**src/rtl/ps2_key_decoder_if.sv**
```systemverilog
// PS/2 keyboard decoder bus: raw pins in, key events out.
// master = decoder side, slave = pin driver / event consumer.
interface ps2_key_decoder_if;
  logic       ps2_clk;
  logic       ps2_data;
  logic       key_valid;
  logic       key_release;
  logic [7:0] key_code;
  logic       key_ext;
  logic       enter;
  logic       frame_err;

  modport master (
    input  ps2_clk,
    input  ps2_data,
    output key_valid,
    output key_release,
    output key_code,
    output key_ext,
    output enter,
    output frame_err
  );

  modport slave (
    output ps2_clk,
    output ps2_data,
    input  key_valid,
    input  key_release,
    input  key_code,
    input  key_ext,
    input  enter,
    input  frame_err
  );
endinterface

```
**src/rtl/ps2_key_decoder.sv**
```systemverilog
// PS/2 frame receiver with E0/F0 prefix resolution into key events.
// Optional odd-parity check enabled by PS2_PARITY_CHECK_EN.
module ps2_key_decoder #(
  parameter int         TIMEOUT_CYCLES = 100000,
  parameter logic [7:0] ENTER_CODE     = 8'h5A
) (
  input logic               clk,
  input logic               reset,
  ps2_key_decoder_if.master bus
);

  localparam int TW = $clog2(TIMEOUT_CYCLES + 1);

  typedef enum logic [1:0] {
    IDLE  = 2'd0,
    SHIFT = 2'd1,
    STOP  = 2'd2
  } state_t;

  logic          clk_s1;
  logic          clk_s2;
  logic          clk_d;
  logic          dat_s1;
  logic          dat_s2;
  logic          fall;

  state_t        state_q;
  state_t        state_d;
  logic [3:0]    bit_q;
  logic [3:0]    bit_d;
  logic [8:0]    sh_q;
  logic [8:0]    sh_d;
  logic [TW-1:0] tcnt_q;
  logic [TW-1:0] tcnt_d;
  logic          ext_q;
  logic          ext_d;
  logic          brk_q;
  logic          brk_d;
  logic [7:0]    code_q;
  logic [7:0]    code_d;
  logic          kext_q;
  logic          kext_d;
  logic          valid_q;
  logic          valid_d;
  logic          rel_q;
  logic          rel_d;
  logic          err_q;
  logic          err_d;
  logic          enter_q;
  logic          enter_d;
  logic          tmo;
  logic          par_ok;
  logic [7:0]    byte_v;

  // Two-flop synchronisers plus a delay flop for edge detect; idle high.
  always_ff @(posedge clk) begin
    if (reset) begin
      clk_s1 <= 1'b1;
      clk_s2 <= 1'b1;
      clk_d  <= 1'b1;
      dat_s1 <= 1'b1;
      dat_s2 <= 1'b1;
    end else begin
      clk_s1 <= bus.ps2_clk;
      clk_s2 <= clk_s1;
      clk_d  <= clk_s2;
      dat_s1 <= bus.ps2_data;
      dat_s2 <= dat_s1;
    end
  end

  assign fall   = clk_d & ~clk_s2;
  assign tmo    = (tcnt_q == TW'(TIMEOUT_CYCLES));
  assign byte_v = sh_q[7:0];

`ifdef PS2_PARITY_CHECK_EN
  assign par_ok = ^sh_q;
`else
  logic unused_par;
  assign unused_par = sh_q[8];
  assign par_ok     = 1'b1;
`endif

  // Frame FSM, timeout and prefix decode: next state and next outputs.
  always_comb begin
    state_d = state_q;
    bit_d   = bit_q;
    sh_d    = sh_q;
    tcnt_d  = tcnt_q + TW'(1);
    ext_d   = ext_q;
    brk_d   = brk_q;
    code_d  = code_q;
    kext_d  = kext_q;
    valid_d = 1'b0;
    rel_d   = 1'b0;
    err_d   = 1'b0;
    if (state_q == IDLE || fall) begin
      tcnt_d = '0;
    end
    if (state_q != IDLE && !fall && tmo) begin
      state_d = IDLE;
      err_d   = 1'b1;
      ext_d   = 1'b0;
      brk_d   = 1'b0;
      tcnt_d  = '0;
    end else begin
      unique case (state_q)
        IDLE: begin
          if (fall && !dat_s2) begin
            bit_d   = 4'd0;
            state_d = SHIFT;
          end
        end
        SHIFT: begin
          if (fall) begin
            sh_d  = {dat_s2, sh_q[8:1]};
            bit_d = bit_q + 4'd1;
            if (bit_q == 4'd8) begin
              state_d = STOP;
            end
          end
        end
        STOP: begin
          if (fall) begin
            state_d = IDLE;
            if (dat_s2 && par_ok) begin
              unique case (1'b1)
                (byte_v == 8'hE0): ext_d = 1'b1;
                (byte_v == 8'hF0): brk_d = 1'b1;
                default: begin
                  code_d  = byte_v;
                  kext_d  = ext_q;
                  rel_d   = brk_q;
                  valid_d = ~brk_q;
                  ext_d   = 1'b0;
                  brk_d   = 1'b0;
                end
              endcase
            end else begin
              err_d = 1'b1;
            end
          end
        end
        default: state_d = IDLE;
      endcase
    end
    enter_d = valid_d & (code_d == ENTER_CODE);
  end

  // State, datapath and registered output pulses.
  always_ff @(posedge clk) begin
    if (reset) begin
      state_q <= IDLE;
      bit_q   <= '0;
      sh_q    <= '0;
      tcnt_q  <= '0;
      ext_q   <= 1'b0;
      brk_q   <= 1'b0;
      code_q  <= 8'h00;
      kext_q  <= 1'b0;
      valid_q <= 1'b0;
      rel_q   <= 1'b0;
      err_q   <= 1'b0;
      enter_q <= 1'b0;
    end else begin
      state_q <= state_d;
      bit_q   <= bit_d;
      sh_q    <= sh_d;
      tcnt_q  <= tcnt_d;
      ext_q   <= ext_d;
      brk_q   <= brk_d;
      code_q  <= code_d;
      kext_q  <= kext_d;
      valid_q <= valid_d;
      rel_q   <= rel_d;
      err_q   <= err_d;
      enter_q <= enter_d;
    end
  end

  assign bus.key_valid   = valid_q;
  assign bus.key_release = rel_q;
  assign bus.key_code    = code_q;
  assign bus.key_ext     = kext_q;
  assign bus.enter       = enter_q;
  assign bus.frame_err   = err_q;

endmodule

```
**src/flat_wrapper.sv**
```systemverilog
// flat-port wrapper written by rule: the top's interface ports become plain ports
module ps2_key_decoder_flat 
#(
  parameter int         TIMEOUT_CYCLES = 100000,
  parameter logic [7:0] ENTER_CODE     = 8'h5A
)
  (clk, reset, bus_ps2_clk, bus_ps2_data, bus_key_valid, bus_key_release, bus_key_code, bus_key_ext, bus_enter, bus_frame_err);
  ps2_key_decoder_if bus_i ();
  input logic clk;
  input logic reset;
  input wire logic [$bits(bus_i.ps2_clk)-1:0] bus_ps2_clk;
  input wire logic [$bits(bus_i.ps2_data)-1:0] bus_ps2_data;
  output wire logic [$bits(bus_i.key_valid)-1:0] bus_key_valid;
  output wire logic [$bits(bus_i.key_release)-1:0] bus_key_release;
  output wire logic [$bits(bus_i.key_code)-1:0] bus_key_code;
  output wire logic [$bits(bus_i.key_ext)-1:0] bus_key_ext;
  output wire logic [$bits(bus_i.enter)-1:0] bus_enter;
  output wire logic [$bits(bus_i.frame_err)-1:0] bus_frame_err;
  assign bus_i.ps2_clk = bus_ps2_clk;
  assign bus_i.ps2_data = bus_ps2_data;
  assign bus_key_valid = bus_i.key_valid;
  assign bus_key_release = bus_i.key_release;
  assign bus_key_code = bus_i.key_code;
  assign bus_key_ext = bus_i.key_ext;
  assign bus_enter = bus_i.enter;
  assign bus_frame_err = bus_i.frame_err;
  ps2_key_decoder #(.TIMEOUT_CYCLES(TIMEOUT_CYCLES), .ENTER_CODE(ENTER_CODE)) u_core (.clk(clk), .reset(reset), .bus(bus_i));
endmodule
```
**config.mk**
```make
export PLATFORM = sky130hd
export DESIGN_NAME = ps2_key_decoder_flat
export DESIGN_NICKNAME = d
export VERILOG_FILES = /design/src/rtl/ps2_key_decoder_if.sv /design/src/rtl/ps2_key_decoder.sv /design/src/flat_wrapper.sv
export SDC_FILE = /design/constraint.sdc
export NUM_CORES = 1
export LEC_CHECK = 0
export CAP_MARGIN = 20
export CORE_AREA = 4 4 66 68
export CTS_BUF_LIST = sky130_fd_sc_hd__clkbuf_2 sky130_fd_sc_hd__clkbuf_4 sky130_fd_sc_hd__clkbuf_8
export DETAILED_ROUTE_END_ITERATION = 8
export DIE_AREA = 0 0 70 72
export PLACE_DENSITY = 0.79
export SLEW_MARGIN = 40
export SYNTH_ARGS = -nofsm -noshare
export SYNTH_HDL_FRONTEND = slang
export SYNTH_SLANG_ARGS = --single-unit
```
**constraint.sdc**
```tcl
create_clock -name clk -period 2.15 [get_ports clk]
set_input_delay 0.215 -clock clk [delete_from_list [all_inputs] [get_ports clk]]
set_output_delay 0.215 -clock clk [all_outputs]
set_load 0.005 [all_outputs]
```
# --- After elaboration in Yosys (flattened, before gate mapping) ---
# Index checks and enable logic that the tools add are counted.
classes:
  n_addsub: 2
  n_eq_ne: 11
  muxes: 24
  n_bitwise: 11
  reduce_logical: 19
op_table:
  columns: ["op", "n"]
  rows:
  - ["two-way mux 8 bit", 5]
  - ["adder 17 x 1 -> 17 bit, second input constant", 1]
  - ["equality test 17 bit, second input constant", 1]
  - ["equality test 8 bit, second input constant", 2]
  - ["AND reduction 4 bit", 4]
  - ["two-way mux 1 bit", 9]
  - ["NOT 1 bit", 9]
  - ["equality test 8 x 7 -> 1 bit, second input constant", 1]
  - ["two-way mux 2 bit", 4]
  - ["two-way mux 4 bit", 2]
  - ["one-hot mux 4 bit (2 select lines)", 1]
  - ["OR reduction 7 bit", 1]
  - ["!= test 2 x 1 -> 1 bit, second input constant", 3]
  - ["one-hot mux 2 bit (3 select lines)", 1]
  - ["AND reduction 5 bit", 1]
  - ["adder 4 x 1 -> 4 bit, second input constant", 1]
  - ["equality test 4 bit, second input constant", 1]
  - ["one-hot mux 1 bit (2 select lines)", 2]
  - ["nonzero test 2 bit", 2]
  - ["OR reduction 2 bit", 2]
  - ["logical AND 1 bit", 3]
  - ["AND reduction 3 bit", 1]
  - ["OR reduction 3 bit", 1]
  - ["AND 1 bit", 2]
  - ["other kinds (6)", 7]
word_totals:
  regBits: 52
  out_inout_bits: 13
  word_cells: 84

# --- Depth between registers and ports, before layout ---
# Gate-level depths: netlist of run 1.
depth:
  word_depth: 9
  depth_mapped: 8

# --- Worst setup path after synthesis of run 1 ---
# No wires, ideal clock.
synth_timing:
  path_type: "register -> register"
  start: "reg u_core.tcnt_q[3]"
  end: "reg u_core.tcnt_q[8]"
  setup_ns: 0.115
  t_arrival_ns: 1.600
  slack_ns: 0.435
  stages_incl_launch_ff: 7
  n_path_buf: 2
  cell_sequence: "dfxtp_1 or4b_4 nor4_4 or4_1 buf_6 buf_6 nor2_1"
synth_via:
  elab_chain_len: 3
  word_cells_on_any_way: 4
  classes_between: "1 x add/sub; 1 x eq/ne; 2 x reduce/logical"
synth_lines:
  columns: ["element", "line_no", "source"]
  rows:
  - ["start, declared", "ps2_key_decoder.sv:33", "logic [TW-1:0] tcnt_q;"]
  - ["start signal, assigned", "ps2_key_decoder.sv:169", "tcnt_q <= tcnt_d;"]
  - ["branches (longest 3 deep; another with adder 17 x 1 -> 17 bit)", null, null]
# Several ways; the timed one is not identified.
# A chain may end at the register's enable or synchronous reset.

# --- Final worst setup path of run 1 ---
layout_timing:
  start: "reg u_core.tcnt_q[3]"
  end: "reg u_core.tcnt_q[15]"
# Same word-level chain as after synthesis.

==> flow_metrics.py, run 1 <==
metrics = {
    "placed_design": {
        "hpwl_um": 2630,
        "port_buffers": 16,
        "gp_congestion": 0.809,
        "dpl_cell_area_mm2": 0.00237,
        "dp.cells": 310,
    },
    "setup_path": {
        "cp-start-kind": "register",
        "end_kind": "register",
        "crit_type": "reg2reg",
        "arrival_ps": 2050,
        "required_ps": 2350,
        "regToRegSetupSlack_ps": 300,
        "cp_max_fo": 17,
    },
    "pwr": {
        "peakVddDrop_v": 0.000340,
        "switching_share_pct": 18.9,
        "p_sw_mw": 0.324,
        "p_total_mw": 1.71,
        "p_leak_nw": 0.768,
        "cellPowerDensity_mw_per_mm2": 686,
        "power_frac_comb_pct": 1.7,
        "internal_power_mw": 1.39,
        "p_clk_share_pct": 41.7,
        "p_seq_share_pct": 56.6,
    },
    "yosys": {
        "ys_warn_count": 0,
        "synth.distinct_cells": 39,
        "synthTopCellsByArea": "dfxtp_1 48%, xnor2_1 6.1%, a21oi_1 5.5%, nand2_1 5.2%, nor2_1 4.8%",
        "synth_top_area_cell": "dfxtp_1",
        "yosysSeqAreaShare_pct": 48.0,
        "ys_ff_latch": 52,
        "netlist_area_mm2": 0.00217,
        "netlist_instances": 250,
        "avgSynthCellArea_um2": 8.67,
        "synth.top_cell.area_share_pct": 48.0,
        "synthesis.nets": 258,
    },
    "grt": {
        "grt_max_degree": 35,
        "grt_pass1_vias": 1590,
        "grt_pass1_wl_um": 7000,
        "grt_usage_pct": 17.0,
        "antenna_found_initial": 0,
        "overflow": 0,
    },
    "cts": {
        "cts_resized": 0,
        "post_cts_buffers": 0,
        "cts_buffers": 5,
        "clock_path_buffers": 2,
        "root_buffer": "clkbuf_8",
        "cts_tree": "yes",
        "cts-hold-fix-buffers": 0,
        "h-tree-depth": 2,
        "cts_sinks": 52,
        "clkLatencyLatePin_ps": 310,
        "clk_pin_slew_ps": 90,
    },
    "detailed_routing": {
        "num_vias": 1726,
        "via_per_inst": 5.43,
        "post-route-drc-count": 0,
        "firstDrtPassIters": 4,
        "routedWlPerCell_um": 12.4,
        "ant_nets": 0,
        "wirelength_um": 3950,
        "first_iter_violations": 101,
    },
    "final_layout": {
        "design_area_mm2": 0.00250,
        "fin_nets": 275,
        "area_growth_pct": 15.1,
        "diodes": 0,
        "drive_gt1_share_pct": 8.96,
        "final_cells": 318,
    },
    "sta": {
        "worstMarginPinSlew_ps": 429,
        "slew_headroom_pct": 71.2,
        "post-route-period-util_pct": 86.2,
        "finalCriticalPeriod_ps": 1850,
        "setup_viol": 0,
        "finalHoldViolations": 0,
        "holdWs_ps": 412,
        "rsz0062_at_grt": "false",
        "tns_ps": 0,
        "final_max_slew_viol_count": 0,
        "clock-skew-final_ps": 5.45,
        "fmax_mhz": 539,
    },
    "die": {
        "num_rows": 23,
        "core_region_area_mm2": 0.00386,
        "die_w_um": 70,
        "io_pins": 17,
        "dieArea_mm2": 0.00504,
        "initial_core_util_pct": 56.2,
        "die_h_um": 72,
    },
    "job": {
        "drv_cap": 0,
    },
    "min_path": {
        "hold_class": "reg2reg",
    },
    "run_status": {
        "status": "completed",
    },
}
==> metal layers <==
| layer | global-route usage [%] | share of wire (%) | up-vias |
|---|---|---|---|
| li1 | - | - | 893 |
| met1 | 22.0 | 50 | 791 |
| met2 | 27.1 | 44 | 36 |
| met3 | 4.16 | 4.1 | 6 |
| met4 | 7.87 | 1.9 | 0 |
| met5 | 0 | 0 | - |
==> synth_stat cells (all sizes together) <==
cell and count:
nor2b 2, ha 4, dfxtp 52, a21oi 24, a211oi 1, or4b 2, nor2 28, o21ai 9
and3 1, nand4bb 2, xnor2 15, nand2 30, nor4 6, nand3 13, or3 2, buf 4
inv 10, nand2b 1, and4 1, nand4 6, o31ai 1, and2 1, o22ai 1, xor2 1
a21o 1, a2111oi 2, or2 7, clkbuf 7, nor3 7, or4 3, nor3b 2, nand4b 2
nor4b 2
==> worst max-delay path, stage by stage, from the launching register on <==
cell and delay [ps]:
dfxtp_1 350, or4b_4 560, nor4_4 360, or4_1 180, buf_4 220, nor2_1 80
==> flip-flops by register name, indices dropped and copies added, names as in the netlist, 2 cells and up <==
name,flops
u_core.bit_q,4
u_core.state_q,2
u_core.tcnt_q,17
u_core.bus.key_code,8
u_core.sh_q,9
==> final timing paths <==
kind                          startpoint                            to  cells past startpoint
max          u_core.tcnt_q[3]$_SDFF_PP0_  u_core.tcnt_q[15]$_SDFF_PP0_                      5
min             u_core.clk_s1$_SDFF_PP1_      u_core.clk_s2$_SDFF_PP1_                      1
max reg2reg  u_core.tcnt_q[3]$_SDFF_PP0_  u_core.tcnt_q[15]$_SDFF_PP0_                      5
min reg2reg     u_core.clk_s1$_SDFF_PP1_      u_core.clk_s2$_SDFF_PP1_                      1
==> cell usage in the layout, fill, tap and decap left out, types with 7 or more instances in the layout <==
| cell | n |
|---|---|
| or2_2 | 7 |
| clkdlybuf4s50_1 | 16 |
| nand3_1 | 13 |
| xnor2_1 | 15 |
| nor3_1 | 7 |
| o21ai_0 | 9 |
| a21oi_1 | 24 |
| clkbuf_8 | 7 |
| dfxtp_1 | 52 |
| nor2_1 | 28 |
| nand2_1 | 30 |
| inv_1 | 10 |
==> logic make-up after synthesis <==
kind of cell / after synthesis / share of synthesized area (%)
DFF: 52 / 48.0
AOI/OAI and AO/OA: 39 / 9.75
adders and majority gates: 4 / 2.31
xor gates and xnor gates: 16 / 6.46
and+or+nand+nor: 118 / 29.0
buffers and inverters: 21 / 4.44
==> through the flow <==
step,setup WS [ps],util [%]
final,296,64.7
after global routing,180,64.7
after floorplan,435,-
after global placement,394,61.5
after CTS,281,64.7
after detailed placement,351,61.5
==> layout make-up <==
cell class,count,area [µm²]
Fill cell,339,1360
Sequential cell,52,1040
Multi-Input combinational cell,177,1030
Timing Repair Buffer,21,198
Clock buffer,7,96.3
Tap cell,50,62.6
Inverter,10,37.5
Clock inverter,1,30.0
==> power groups by stage <==
| stage | Sequential, mW | Combinational (mW) | Clock [mW] |
|---|---|---|---|
| after floorplan | 0.991 | 0.0199 | 0 |
| after global placement | 0.992 | 0.0292 | 0 |
| after detailed placement | 0.992 | 0.0293 | 0 |
| after CTS | 0.969 | 0.0295 | 0.733 |
| after global routing | 0.970 | 0.0332 | 0.770 |
| final | 0.969 | 0.0292 | 0.715 |
Note: power is estimated with default switching activity, not from simulation.
==> inputs of run 2 (changes only) <==
- ABC_AREA: unset -> 1
- CORE_AREA: 4 4 66 68 -> 4 4 67 69
- DIE_AREA: 0 0 70 72 -> 0 0 71 73
- SLEW_MARGIN: 40 -> 20
==> flow_metrics.py, run 2 <==
metrics = {
    "die": {
        "dieArea_mm2": 0.00518,
        "num_rows": 23,
        "io_pins": 17,
        "die_w_um": 71,
        "initial_core_util_pct": 57.9,
        "core_region_area_mm2": 0.00391,
        "die_h_um": 73,
    },
    "yosys": {
        "ys_ff_latch": 52,
        "avgSynthCellArea_um2": 7.63,
        "ys_warn_count": 0,
        "synth_flop_cell": "dfxtp_1",
        "netlist_instances": 297,
        "synth_top_area_cell": "dfxtp_1",
        "synth_edf_count": 0,
        "yosysMostFrequentCell": "nor2_1",
        "synthTopCellsByArea": "dfxtp_1 46%, nor2_1 9.1%, nand2_1 6.6%, inv_1 5.1%, a21oi_1 4.4%",
        "synthArstFlopShare_pct": 0,
        "synth.top_cell.area_share_pct": 45.9,
        "netlist_area_mm2": 0.00227,
        "synth.distinct_cells": 32,
        "synthesis.nets": 305,
        "synth_top_cells_by_count": "55 x nor2_1, 52 x dfxtp_1, 40 x nand2_1",
        "yosysSeqAreaShare_pct": 45.9,
    },
    "final_layout": {
        "largest_register": "u_core.tcnt_q",
        "fin_nets": 324,
        "area_growth_pct": 13.1,
        "mostFrequentLayoutCell": "nor2_1",
        "diodes": 0,
        "drive_gt1_share_pct": 10.4,
        "final_cell_mix": "55 x nor2_1, 52 x dfxtp_1, 40 x nand2_1, 31 x inv_1, 20 x a21oi_1",
        "largest_reg_flops": 17,
    },
    "grt": {
        "grt_pass1_vias": 1787,
        "grt_max_degree": 18,
        "grt_pass1_wl_um": 7670,
        "antenna_found_initial": 0,
        "overflow": 0,
        "grt_usage_pct": 18.4,
    },
    "setup_path": {
        "startpoint": "u_core.clk_d$_SDFF_PP1_",
        "reg2reg_depth": 8,
        "crit_end": "u_core.tcnt_q[8]$_SDFF_PP0_",
        "rr_startpoint": "u_core.clk_d$_SDFF_PP1_",
        "required_ps": 2370,
        "end_kind": "register",
        "cp-start-kind": "register",
        "regToRegSetupSlack_ps": 580,
        "arrival_ps": 1800,
        "r2r-end": "u_core.tcnt_q[8]$_SDFF_PP0_",
        "crit_type": "reg2reg",
        "cp_max_fo": 17,
    },
    "cts": {
        "cts_buffers": 5,
        "h-tree-depth": 2,
        "cts_resized": 0,
        "cts_sinks": 52,
        "clk_pin_slew_ps": 90,
        "cts_tree": "yes",
        "clock_path_buffers": 2,
        "clkLatencyLatePin_ps": 310,
        "post_cts_buffers": 0,
        "root_buffer": "clkbuf_8",
        "cts-hold-fix-buffers": 0,
    },
    "pwr": {
        "cellPowerDensity_mw_per_mm2": 621,
        "p_total_mw": 1.59,
        "peakVddDrop_v": 0.000472,
        "p_leak_nw": 0.894,
    },
    "sta": {
        "tns_ps": 0,
        "finalCriticalPeriod_ps": 1570,
        "finalHoldViolations": 0,
        "worstMarginPinSlew_ps": 627,
        "fmax_mhz": 635,
        "rsz0062_at_grt": "false",
        "setup_viol": 0,
        "final_max_slew_viol_count": 0,
        "post-route-period-util_pct": 73.2,
        "slew_headroom_pct": 57.8,
        "clock-skew-final_ps": 10.2,
    },
    "job": {
        "drv_cap": 0,
    },
    "detailed_routing": {
        "num_vias": 1909,
        "drt-met1-wl_um": 2110,
        "via_per_inst": 5.20,
        "wirelength_um": 4250,
        "firstDrtPassIters": 4,
        "routed.top_layer": "met4",
        "dr_wl_met3_um": 157,
        "first_iter_violations": 138,
        "post-route-drc-count": 0,
        "routedWlPerCell_um": 11.6,
        "met2_wirelength_um": 1930,
        "ant_nets": 0,
    },
    "placed_design": {
        "gp_congestion": 0.884,
        "port_buffers": 16,
        "hpwl_um": 3170,
    },
    "min_path": {
        "hold_class": "reg2reg",
    },
    "run_status": {
        "status": "completed",
    },
}
run 2: changes by cell type after synthesis, moves of 4 or more:
cell / change
nor2_1: +27
inv_2: +5
nor3_1: +6
nand4_1: +5
inv_1: +21
a21oi_1: -4
nand2_1: +10
xnor2_1: -11
nor4_1: -4
xor2_1: +4
o21ai_1: +5
run 2: how the worst min path moves through the flow:
stage	start	endpoint	slack, ps	depth (start not counted)
after floorplan	bus_ps2_clk	u_core.clk_s1$_SDFF_PP1_	320	1
after global placement	u_core.clk_s1$_SDFF_PP1_	u_core.clk_s2$_SDFF_PP1_	390	1
after detailed placement	u_core.clk_s1$_SDFF_PP1_	u_core.clk_s2$_SDFF_PP1_	400	1
after CTS	u_core.clk_s1$_SDFF_PP1_	u_core.clk_s2$_SDFF_PP1_	420	1
after global routing	u_core.clk_s1$_SDFF_PP1_	u_core.clk_s2$_SDFF_PP1_	430	1
final	u_core.clk_s1$_SDFF_PP1_	u_core.clk_s2$_SDFF_PP1_	420	1
run 2: per-layer routing:
| layer | GRT usage, % | vias to the layer above |
|---|---|---|
| met4 | 6.26 | 0 |
| li1 | - | 996 |
| met1 | 22.9 | 877 |
| met2 | 30.6 | 31 |
| met5 | 0 | - |
| met3 | 5.37 | 5 |
run 2: cells by family (layout without fill, tap and decap cells):
family	after synthesis	after routing	share of synthesized area (%)
AOI/OAI and AO/OA	41	41	9.44
xor gates and xnor gates	9	9	3.48
adders and majority gates	4	4	2.21
buffers and inverters	43	63	8.06
DFF	52	52	45.9
and+or+nand+nor	148	148	30.9
run 2: cell type report:
class | count | area [µm²]
fill | 351 | 1350
multi-input combinational | 202 | 1040
sequential | 52 | 1040
timing repair buffer | 18 | 175
inverter | 37 | 144
clock buffer | 7 | 90.1
tap | 50 | 62.6
clock inverter | 1 | 7.51
run 2: stage by stage:
step / hold slack (ps) / setup WS, ps / cells / instance area (µm²) / utilization, %
2_1_floorplan: 319 / 830 / 297 / 2270 / -
3_3_place_gp: 392 / 583 / 359 / 2470 / 63.0
3_5_place_dp: 397 / 490 / 359 / 2470 / 63.0
4_1_cts: 419 / 558 / 367 / 2560 / 65.5
5_1_grt: 429 / 353 / 367 / 2560 / 65.5
6_report: 418 / 575 / 367 / 2560 / 65.5
run 2: critical path, cell delays in order (launching register included):
cell and delay, ps:
dfxtp_1 320, inv_1 50, nor2_4 180, inv_2 70, o21ai_1 100, nor2_1 50, nand4_1 140, nand3b_2 330
a21oi_1 240
run 2: power by group:
| group | leakage, nW | switching [mW] | internal, mW |
|---|---|---|---|
| clock network | 0.0479 | 0.312 | 0.275 |
| logic | 0.427 | 0.0201 | 0.0135 |
| registers | 0.420 | 0.00341 | 0.968 |
| total | 0.894 | 0.335 | 1.26 |
==> inputs of run 3 (changes only) <==
- CORE_AREA: 4 4 67 69 -> 4 4 70 72
- DIE_AREA: 0 0 71 73 -> 0 0 74 76
- PLACE_DENSITY: 0.79 -> 0.76
- clock period: 2.15 -> 1.4 ns (I/O delays scaled with it)
==> flow_metrics.py, run 3 (synthesized netlist as in run 2, its figures left out) <==
metrics = {
    "sta": {
        "tns_ps": 0,
        "rsz0062_at_grt": "true",
        "setup_viol": 0,
        "post-route-period-util_pct": 99.3,
        "fmax_mhz": 719,
        "finalCriticalPeriod_ps": 1390,
        "slew_headroom_pct": 84.0,
        "clock-skew-final_ps": 8.24,
        "finalHoldViolations": 0,
        "worstMarginPinSlew_ps": 238,
        "final_max_slew_viol_count": 0,
    },
    "cts": {
        "root_buffer": "clkbuf_8",
        "cts-hold-fix-buffers": 0,
        "cts_sinks": 52,
        "clock_path_buffers": 2,
        "cts_buffers": 5,
        "clkLatencyLatePin_ps": 300,
        "cts_tree": "yes",
        "h-tree-depth": 2,
        "clk_pin_slew_ps": 100,
    },
    "die": {
        "core_region_area_mm2": 0.00429,
        "initial_core_util_pct": 52.8,
        "dieArea_mm2": 0.00562,
        "die_w_um": 74,
        "num_rows": 24,
        "die_h_um": 76,
        "io_pins": 17,
    },
    "final_layout": {
        "fin_nets": 349,
        "drive_gt1_share_pct": 27.2,
        "fillers": 350,
        "largest_register": "u_core.tcnt_q",
        "diodes": 0,
        "design_area_mm2": 0.00289,
        "area_growth_pct": 27.4,
        "final_cell_mix": "51 x nor2_1, 43 x dfxtp_1, 33 x nand2_1, 28 x inv_1, 25 x buf_4",
        "final_cells": 394,
        "largest_reg_flops": 17,
        "mostFrequentLayoutCell": "nor2_1",
    },
    "grt": {
        "grt_max_degree": 18,
        "antenna_found_initial": 0,
        "grt_pass1_vias": 1895,
        "grt_usage_pct": 18.0,
        "grt_pass1_wl_um": 8190,
        "overflow": 0,
    },
    "detailed_routing": {
        "firstDrtPassIters": 4,
        "routedWlPerCell_um": 12.5,
        "dr_wl_met3_um": 298,
        "num_vias": 2033,
        "wirelength_um": 4930,
        "ant_nets": 0,
        "first_iter_violations": 147,
        "post-route-drc-count": 0,
        "drt-met1-wl_um": 2200,
        "routed.top_layer": "met4",
        "met2_wirelength_um": 2380,
        "via_per_inst": 5.16,
    },
    "setup_path": {
        "worstPathCellList": "nand2_2 -> inv_2 -> nand4_1 -> buf_4 -> nand2_4 -> nand2_2 -> nand2_1 -> nor2_1 -> nand2_1 -> nor2_1",
        "slowest_stage": "dfxtp_2",
        "cp-start-kind": "register",
        "required_ps": 1650,
        "max_stage_delay_ps": 340,
        "arrival_ps": 1640,
        "crit_type": "reg2reg",
        "cp_max_fo": 7,
        "end_kind": "register",
    },
    "run_status": {
        "status": "completed",
    },
    "min_path": {
        "hold_class": "in2reg",
    },
    "pwr": {
        "peakVddDrop_v": 0.000688,
        "power_frac_comb_pct": 2.4,
        "p_clk_share_pct": 40.0,
        "cellPowerDensity_mw_per_mm2": 896,
        "switching_share_pct": 20.7,
        "internal_power_mw": 2.05,
        "p_sw_mw": 0.536,
        "p_leak_nw": 1.05,
        "p_seq_share_pct": 57.7,
    },
    "placed_design": {
        "dpl_cell_area_mm2": 0.00263,
        "port_buffers": 16,
        "hpwl_um": 3450,
        "dp.cells": 382,
        "gp_congestion": 0.885,
    },
    "job": {
        "drv_cap": 0,
    },
}
## run 3: changes by cell type in the layout (fill, tap and decap cells not counted), sizes merged
cell    delta
inv        +1
clkbuf     -2
bufinv     +1
buf       +24
nand2      +1
## run 3: worst paths after layout
| kind | from | end | slack, ps | depth (start not counted) |
|---|---|---|---|---|
| worst min-delay path | bus_ps2_clk | u_core.clk_s1$_SDFF_PP1_ | 390 | 2 |
| worst max-delay path | u_core.sh_q[7]$_SDFFE_PP0P_ | u_core.bus.enter$_SDFF_PP0_ | 10 | 10 |
| worst min register to register | u_core.dat_s1$_SDFF_PP1_ | u_core.dat_s2$_SDFF_PP1_ | 410 | 1 |
| worst max register to register | u_core.sh_q[7]$_SDFFE_PP0P_ | u_core.bus.enter$_SDFF_PP0_ | 10 | 10 |
## run 3: power by group through the flow
stage | Clock (mW) | Combinational, mW | Sequential, mW
after floorplan | 0 | 0.0353 | 1.53
after detailed placement | 0 | 0.0568 | 1.53
final | 1.03 | 0.0616 | 1.49
after CTS | 1.06 | 0.0585 | 1.49
after global placement | 0 | 0.0561 | 1.53
after global routing | 1.14 | 0.0686 | 1.49
## run 3: timing repair
| action | in CTS | in global routing |
|---|---|---|
| resized for setup | 0 | 42 |
| endpoints found under the hold margin | 0 | 0 |
| buffers inserted | 1 | 2 |
| gates cloned | 0 | 1 |
| pin swaps | 1 | 11 |
| endpoints found under the setup margin | 1 | 31 |
## run 3: layout make-up
type / instances / area, µm² / share of cell area (%)
Multi-Input combinational cell: 203 / 1150 / 39.9
Inverter: 37 / 144 / 4.98
Tap cell: 52 / 65.1 / 2.25
Timing Repair Buffer: 42 / 359 / 12.4
Sequential cell: 52 / 1050 / 36.4
Clock buffer: 5 / 68.8 / 2.38
Clock inverter: 3 / 46.3 / 1.60
## run 3: metrics by stage
stage                     hold slack, ps  total power [mW]  util, %  setup WS [ps]
after detailed placement             393              1.58     61.2           15.3
after CTS                            386              2.61     64.0           5.11
after global placement               394              1.58     61.2           65.6
after global routing                 385              2.70     67.3           -124
final                                395              2.59     67.3           9.99
after floorplan                      244              1.56        -           79.9
## run 3: layer usage
| metal | vias to the layer above | track usage (%) |
|---|---|---|
| li1 | 1049 | - |
| met1 | 924 | 24.6 |
| met2 | 56 | 27.8 |
| met3 | 4 | 4.09 |
| met4 | 0 | 5.43 |
| met5 | - | 0 |
## run 3: worst max-delay path, delay by kind of cell (launching register included)
family,cells,cell delay (ps)
buf+inv,2,210
simple gates,8,780
flops,1,340
==> variant 1 (flow settings as in run 1) <==
Take the reset off `sh_q` and load it in a clocked block of its own.
--- a/src/rtl/ps2_key_decoder.sv
+++ b/src/rtl/ps2_key_decoder.sv
@@ -152,7 +152,6 @@
     if (reset) begin
       state_q <= IDLE;
       bit_q   <= '0;
-      sh_q    <= '0;
       tcnt_q  <= '0;
       ext_q   <= 1'b0;
       brk_q   <= 1'b0;
@@ -165,7 +164,6 @@
     end else begin
       state_q <= state_d;
       bit_q   <= bit_d;
-      sh_q    <= sh_d;
       tcnt_q  <= tcnt_d;
       ext_q   <= ext_d;
       brk_q   <= brk_d;
@@ -178,6 +176,10 @@
     end
   end
 
+  always_ff @(posedge clk) begin
+    sh_q <= sh_d;
+  end
+
   assign bus.key_valid   = valid_q;
   assign bus.key_release = rel_q;
   assign bus.key_code    = code_q;
Check against the original RTL: same outputs for any inputs over 10 cycles, from zero or initial values and one cycle with reset high; that may be too few to reach the edited logic, so the function may still have changed.
==> variant 1 against run 1 <==
Power decreased by 8.8%. Routed wire length decreased by 8.1%. Area after synthesis decreased by 1.2%. Worst setup slack improved by 35 ps. Combinational power decreased by 5%. Sequential share of layout area increased by 4.7 points. Design area decreased by 2.3%. Count of clock-buffer cells in the layout decreased by 1. Utilization decreased by 1.5 points. Sequential cell count unchanged. Clock power decreased by 24%. Non-clock buffer count increased by 1.
==> variant 1: results (changes against run 1) <==
In the synthesized netlist, the cells that appear most often are dfxtp_1 (43), nor2_1 (34), xnor2_1 (11). The number of enable flip-flop cells after synthesis is 9 (+9), and the sequential cell area fraction in the yosys report is 52.80% (+4.8 points). The total vias in the final route was 1468 (-15%); the area share of the largest cell type after synthesis was 40.19% (-7.8 points). The starting DRC count in detailed routing was 102 (+0.99%).

The number of global-route vias before repair is 1368 (-14%), and the count of plain and timing-repair buffers is 22 (+4.8%). The fraction of met1 tracks used by global routing was 20.00% (-2.0 points); the standby leakage power was 0.7584 nW (-1.2%). The run gives 2010 ps (-40 ps) as the worst path arrival time. The count of different cell masters after synthesis is 44 (+13%), and the data-path buffer share of cell area in the final layout is 8.410% (+0.49 points). The maximum net fanout on the critical path came out at 7 (-10). The worst slack after detailed placement was 350.7 ps (-0.1890 ps). Met2 demand-to-capacity share in global routing: 25.18% (-1.9 points).

For the net count after synthesis, the log shows 215 (-17%). The pin count of the biggest net entering global routing came out at 21 (-40%). Among all stages on the critical path, the largest delay is contributed by or3b_4. The maximum resistive drop on vdd is 0.3290 mV (-3.4%). For the post-detailed-placement half-perimeter wirelength, the log shows 2.579 mm (-2.0%). The total of fill cells in the finished design is 330 (-2.7%), and the final wirelength is 3.634 mm (-8.1%). For the global routing usage summed across all routing layers, the log shows 15.69% (-1.3 points). Net count reported at finish: 237 (-14%).

The run finished with clean final reports.
-- variant 1: cell count changes after synthesis, sizes merged, moves of 7 or more --
cell    change
edfxtp      +9
nand2      -22
nand3       -7
a21oi      -17
dfxtp       -9
mux2i       +9
o21ai       -8
-- variant 1: stage by stage --
step / cell area [sq um] / std cells / hold WS [ps] / utilization, %
floorplan: 2142 / 207 / 290.2 / -
global placement: 2351 / 272 / 393.0 / 60.97
detailed placement: 2351 / 272 / 395.3 / 60.97
CTS: 2440 / 280 / 414.3 / 63.27
global route: 2440 / 280 / 428.0 / 63.27
finish: 2440 / 280 / 414.7 / 63.27
-- variant 1: layer usage --
layer  part of all wire (%)  vias to the layer above
li1                       -                      758
met1                     48                      673
met2                     46                       33
met3                    4.8                        4
met4                    1.2                        0
met5                      0                        -
-- variant 1: final timing paths --
kind | cells past startpoint | start | to | slack, ps
max reg2reg | 5 | u_core.state_q[0]$_SDFFE_PP0P_ | u_core.bus.key_code[4]$_SDFF_PP0_ | 330
max | 5 | u_core.state_q[0]$_SDFFE_PP0P_ | u_core.bus.key_code[4]$_SDFF_PP0_ | 330
min reg2reg | 1 | u_core.dat_s1$_SDFF_PP1_ | u_core.dat_s2$_SDFF_PP1_ | 410
min | 1 | u_core.dat_s1$_SDFF_PP1_ | u_core.dat_s2$_SDFF_PP1_ | 410
-- variant 1: where the power goes --
part | leakage, nW | switching [W] | internal (W)
registers | 0.428 | 0.00000250 | 0.000990
clock network | 0.0446 | 0.000301 | 0.000241
logic | 0.286 | 0.0000148 | 0.0000130
total | 0.758 | 0.000318 | 0.00124
-- variant 1: kinds of logic after synthesis --
family	count (synthesis)	synth area share, %
xor+xnor	16	6.542
fa+ha+maj	4	2.337
simple gates	95	25.35
compound gates	14	4.264
flops	52	52.80
buf+inv	17	4.498
mux	9	4.206
==> variant 2 (config.mk and constraints of run 1) <==
Without the edit above. `TIMEOUT_CYCLES` is set to 100000 in 2 places; all go to 200000.
--- a/src/rtl/ps2_key_decoder.sv
+++ b/src/rtl/ps2_key_decoder.sv
@@ -1,7 +1,7 @@
 // PS/2 frame receiver with E0/F0 prefix resolution into key events.
 // Optional odd-parity check enabled by PS2_PARITY_CHECK_EN.
 module ps2_key_decoder #(
-  parameter int         TIMEOUT_CYCLES = 100000,
+  parameter int         TIMEOUT_CYCLES = 200000,
   parameter logic [7:0] ENTER_CODE     = 8'h5A
 ) (
   input logic               clk,
--- a/src/flat_wrapper.sv
+++ b/src/flat_wrapper.sv
@@ -1,7 +1,7 @@
 // flat-port wrapper written by rule: the top's interface ports become plain ports
 module ps2_key_decoder_flat 
 #(
-  parameter int         TIMEOUT_CYCLES = 100000,
+  parameter int         TIMEOUT_CYCLES = 200000,
   parameter logic [7:0] ENTER_CODE     = 8'h5A
 )
   (clk, reset, bus_ps2_clk, bus_ps2_data, bus_key_valid, bus_key_release, bus_key_code, bus_key_ext, bus_enter, bus_frame_err);
Check against the original RTL: no difference found for any inputs over 10 cycles, from zero or initial values and one cycle with reset high; that may be too few to reach the edited logic, so the function may still have changed.
==> variant 2 against run 1 <==
Sequential cell count is 1 higher. First-iteration DRC count is 50% higher. Cell count is 3.8% higher. Worst setup slack better by 93 ps. Area after synthesis is 5.8% higher. Design area is 3.4% higher. Routed wire length is 16% higher. Power is 0.43% lower. Clock power is 3.8% lower. Critical path type unchanged. Critical endpoint is now u_core.tcnt_q[12]$_SDFF_PP0_.
==> variant 2: results (changes against run 1) <==
The flow ran to the end, and the final reports show no timing, DRC or antenna violations. The sequential cell area fraction in the yosys report came out at 46.26% (-1.7 points). The global-route wire length before repair is 7.672 mm (+9.6%).

For hold timing, the worst endpoint is u_core.dat_s2$_SDFF_PP1_. The share of post-route cells with drive strength above 1 came out at 8.929% (-0.027 points). The total of fill cells in the finished design came out at 340 (+0.29%). The clock-pin slew on the worst setup and hold paths came out at 90 ps (about the same). The logs give 287 (+4.4%) for the net count reported at finish and 63.03% (-8.2 points) for the worst relative slew slack. The pin count of the biggest net entering global routing came out at 36 (+2.9%). The routed length per placed instance came out at 13.94 um (+12%). The starting DRC count in detailed routing is 151 (+50%). Maximum cell stage delay along the critical path: 440 ps (-120 ps). Critical hold path startpoint: u_core.dat_s1$_SDFF_PP1_. The logs give 390 ps (+90 ps) for the minimum setup slack among reg-to-reg paths and 0 (unchanged) for the total of hold buffers inserted after clock tree synthesis. The endpoint identified for the worst register-to-register timing path is u_core.tcnt_q[12]$_SDFF_PP0_.

The tools report the standby leakage power as 0.7762 nW (+1.1%). The tightest min-delay check is of the flip-flop to flip-flop type. The count of buffers inserted at the top-level ports works out to 16 (unchanged). For the weighted congestion reported at the end of routability-driven placement, the log shows 0.8126 (+0.51%). The tools report the post-detailed-placement half-perimeter wirelength as 3.128 mm (+19%). Maximum net fanout on the critical path: 6 (-11).

Via-per-instance ratio: 5.724 (+5.5%). The slowest stage of the critical path is the dfxtp_1 cell. The worst path arrival time is 1970 ps (-80 ps), and the number of global-route vias before repair is 1680 (+5.7%).

The number of warning messages in the yosys log is 0 (unchanged). Sorting the synthesized cells by how often they occur yields dfxtp_1 (53), nand2_1 (30), nor2_1 (27). Ranked by flip-flop count, first place goes to u_core.tcnt_q. For the count of different cell masters after synthesis, the log shows 44 (+13%). The commonest register cell after synthesis was dfxtp_1. For the final wirelength, the log shows 4.600 mm (+16%). The global routing usage summed across all routing layers was 19.22% (+2.2 points); the largest clock skew in the final design was 8.923 ps (+3.468 ps).

By area the synthesized netlist is led by dfxtp_1 (46%), a21oi_1 (5.5%), xnor2_1 (5.0%), nand2_1 (4.9%), nor2_1 (4.4%). Tracing the worst setup path back leads to its startpoint at u_core.tcnt_q[0]$_SDFF_PP0_. The maximum resistive drop on vdd was 0.5342 mV (+57%); the flip-flop count of the largest register, all copies and words added was 18 (+1). The tools report the number of placed instances with taps included as 322 (+3.9%). Synthesized area divided by synthesized cell count: 8.622 sq um (-0.59%).
variant 2: final cells by class:
cell class / count / area share [%]
sequential: 53 / 41.13
tap: 50 / 2.425
timing repair buffer: 19 / 7.081
inverter: 11 / 1.600
clock inverter: 2 / 1.503
multi-input combinational: 189 / 43.31
clock buffer: 6 / 2.958
variant 2: metrics by stage:
step | hold slack [ps] | instance area [sq um] | worst slack, ps | power [W] | util [%]
2_1_floorplan | 318.8 | 2293 | 676.4 | 0.001030 | -
3_3_place_gp | 394.1 | 2465 | 568.8 | 0.001040 | 63.92
3_5_place_dp | 400.1 | 2465 | 483.0 | 0.001041 | 63.92
4_1_cts | 422.5 | 2580 | 419.7 | 0.001722 | 66.90
5_1_grt | 437.4 | 2580 | 248.4 | 0.001756 | 66.90
6_report | 418.5 | 2580 | 388.9 | 0.001706 | 66.90
variant 2: power by group:
group          leakage (nW)  switching, W  internal (W)
Combinational         0.290     0.0000176     0.0000120
Clock                0.0588      0.000326      0.000362
Sequential            0.428    0.00000298      0.000985
Total                 0.776      0.000346       0.00136
variant 2: how the worst max path moves through the flow:
stage / slack [ps] / cells past startpoint / end
after CTS: 420 / 5 / u_core.tcnt_q[12]$_SDFF_PP0_
after global placement: 570 / 5 / u_core.tcnt_q[16]$_SDFF_PP0_
after detailed placement: 480 / 5 / u_core.tcnt_q[12]$_SDFF_PP0_
after global routing: 250 / 5 / u_core.tcnt_q[14]$_SDFF_PP0_
final: 390 / 5 / u_core.tcnt_q[12]$_SDFF_PP0_
after floorplan: 680 / 6 / u_core.state_q[0]$_SDFFE_PP0P_
variant 2: cells by family (layout without fill, tap and decap cells):
| group | count (synthesis) | in the layout | share of synthesized area, % |
|---|---|---|---|
| and+or+nand+nor | 128 | 128 | 30.44 |
| xor gates and xnor gates | 15 | 15 | 5.728 |
| DFF | 53 | 53 | 46.26 |
| adders and majority gates | 4 | 4 | 2.182 |
| buffers and inverters | 24 | 38 | 5.019 |
| AOI/OAI and AO/OA | 42 | 42 | 10.37 |
variant 2: critical path, delay by kind of cell, from the launching register on:
family | cells | cell delay (ps)
flip-flops | 1 | 440
XOR/XNOR | 1 | 160
AND/OR/NAND/NOR | 3 | 810
adder cells (fa/ha/maj) | 1 | 250
variant 2: routing by layer:
layer	GRT usage [%]	share of wire, %
met1	23.76	46
met2	30.85	47
met3	5.540	5.0
met4	9.574	1.9
met5	0	0
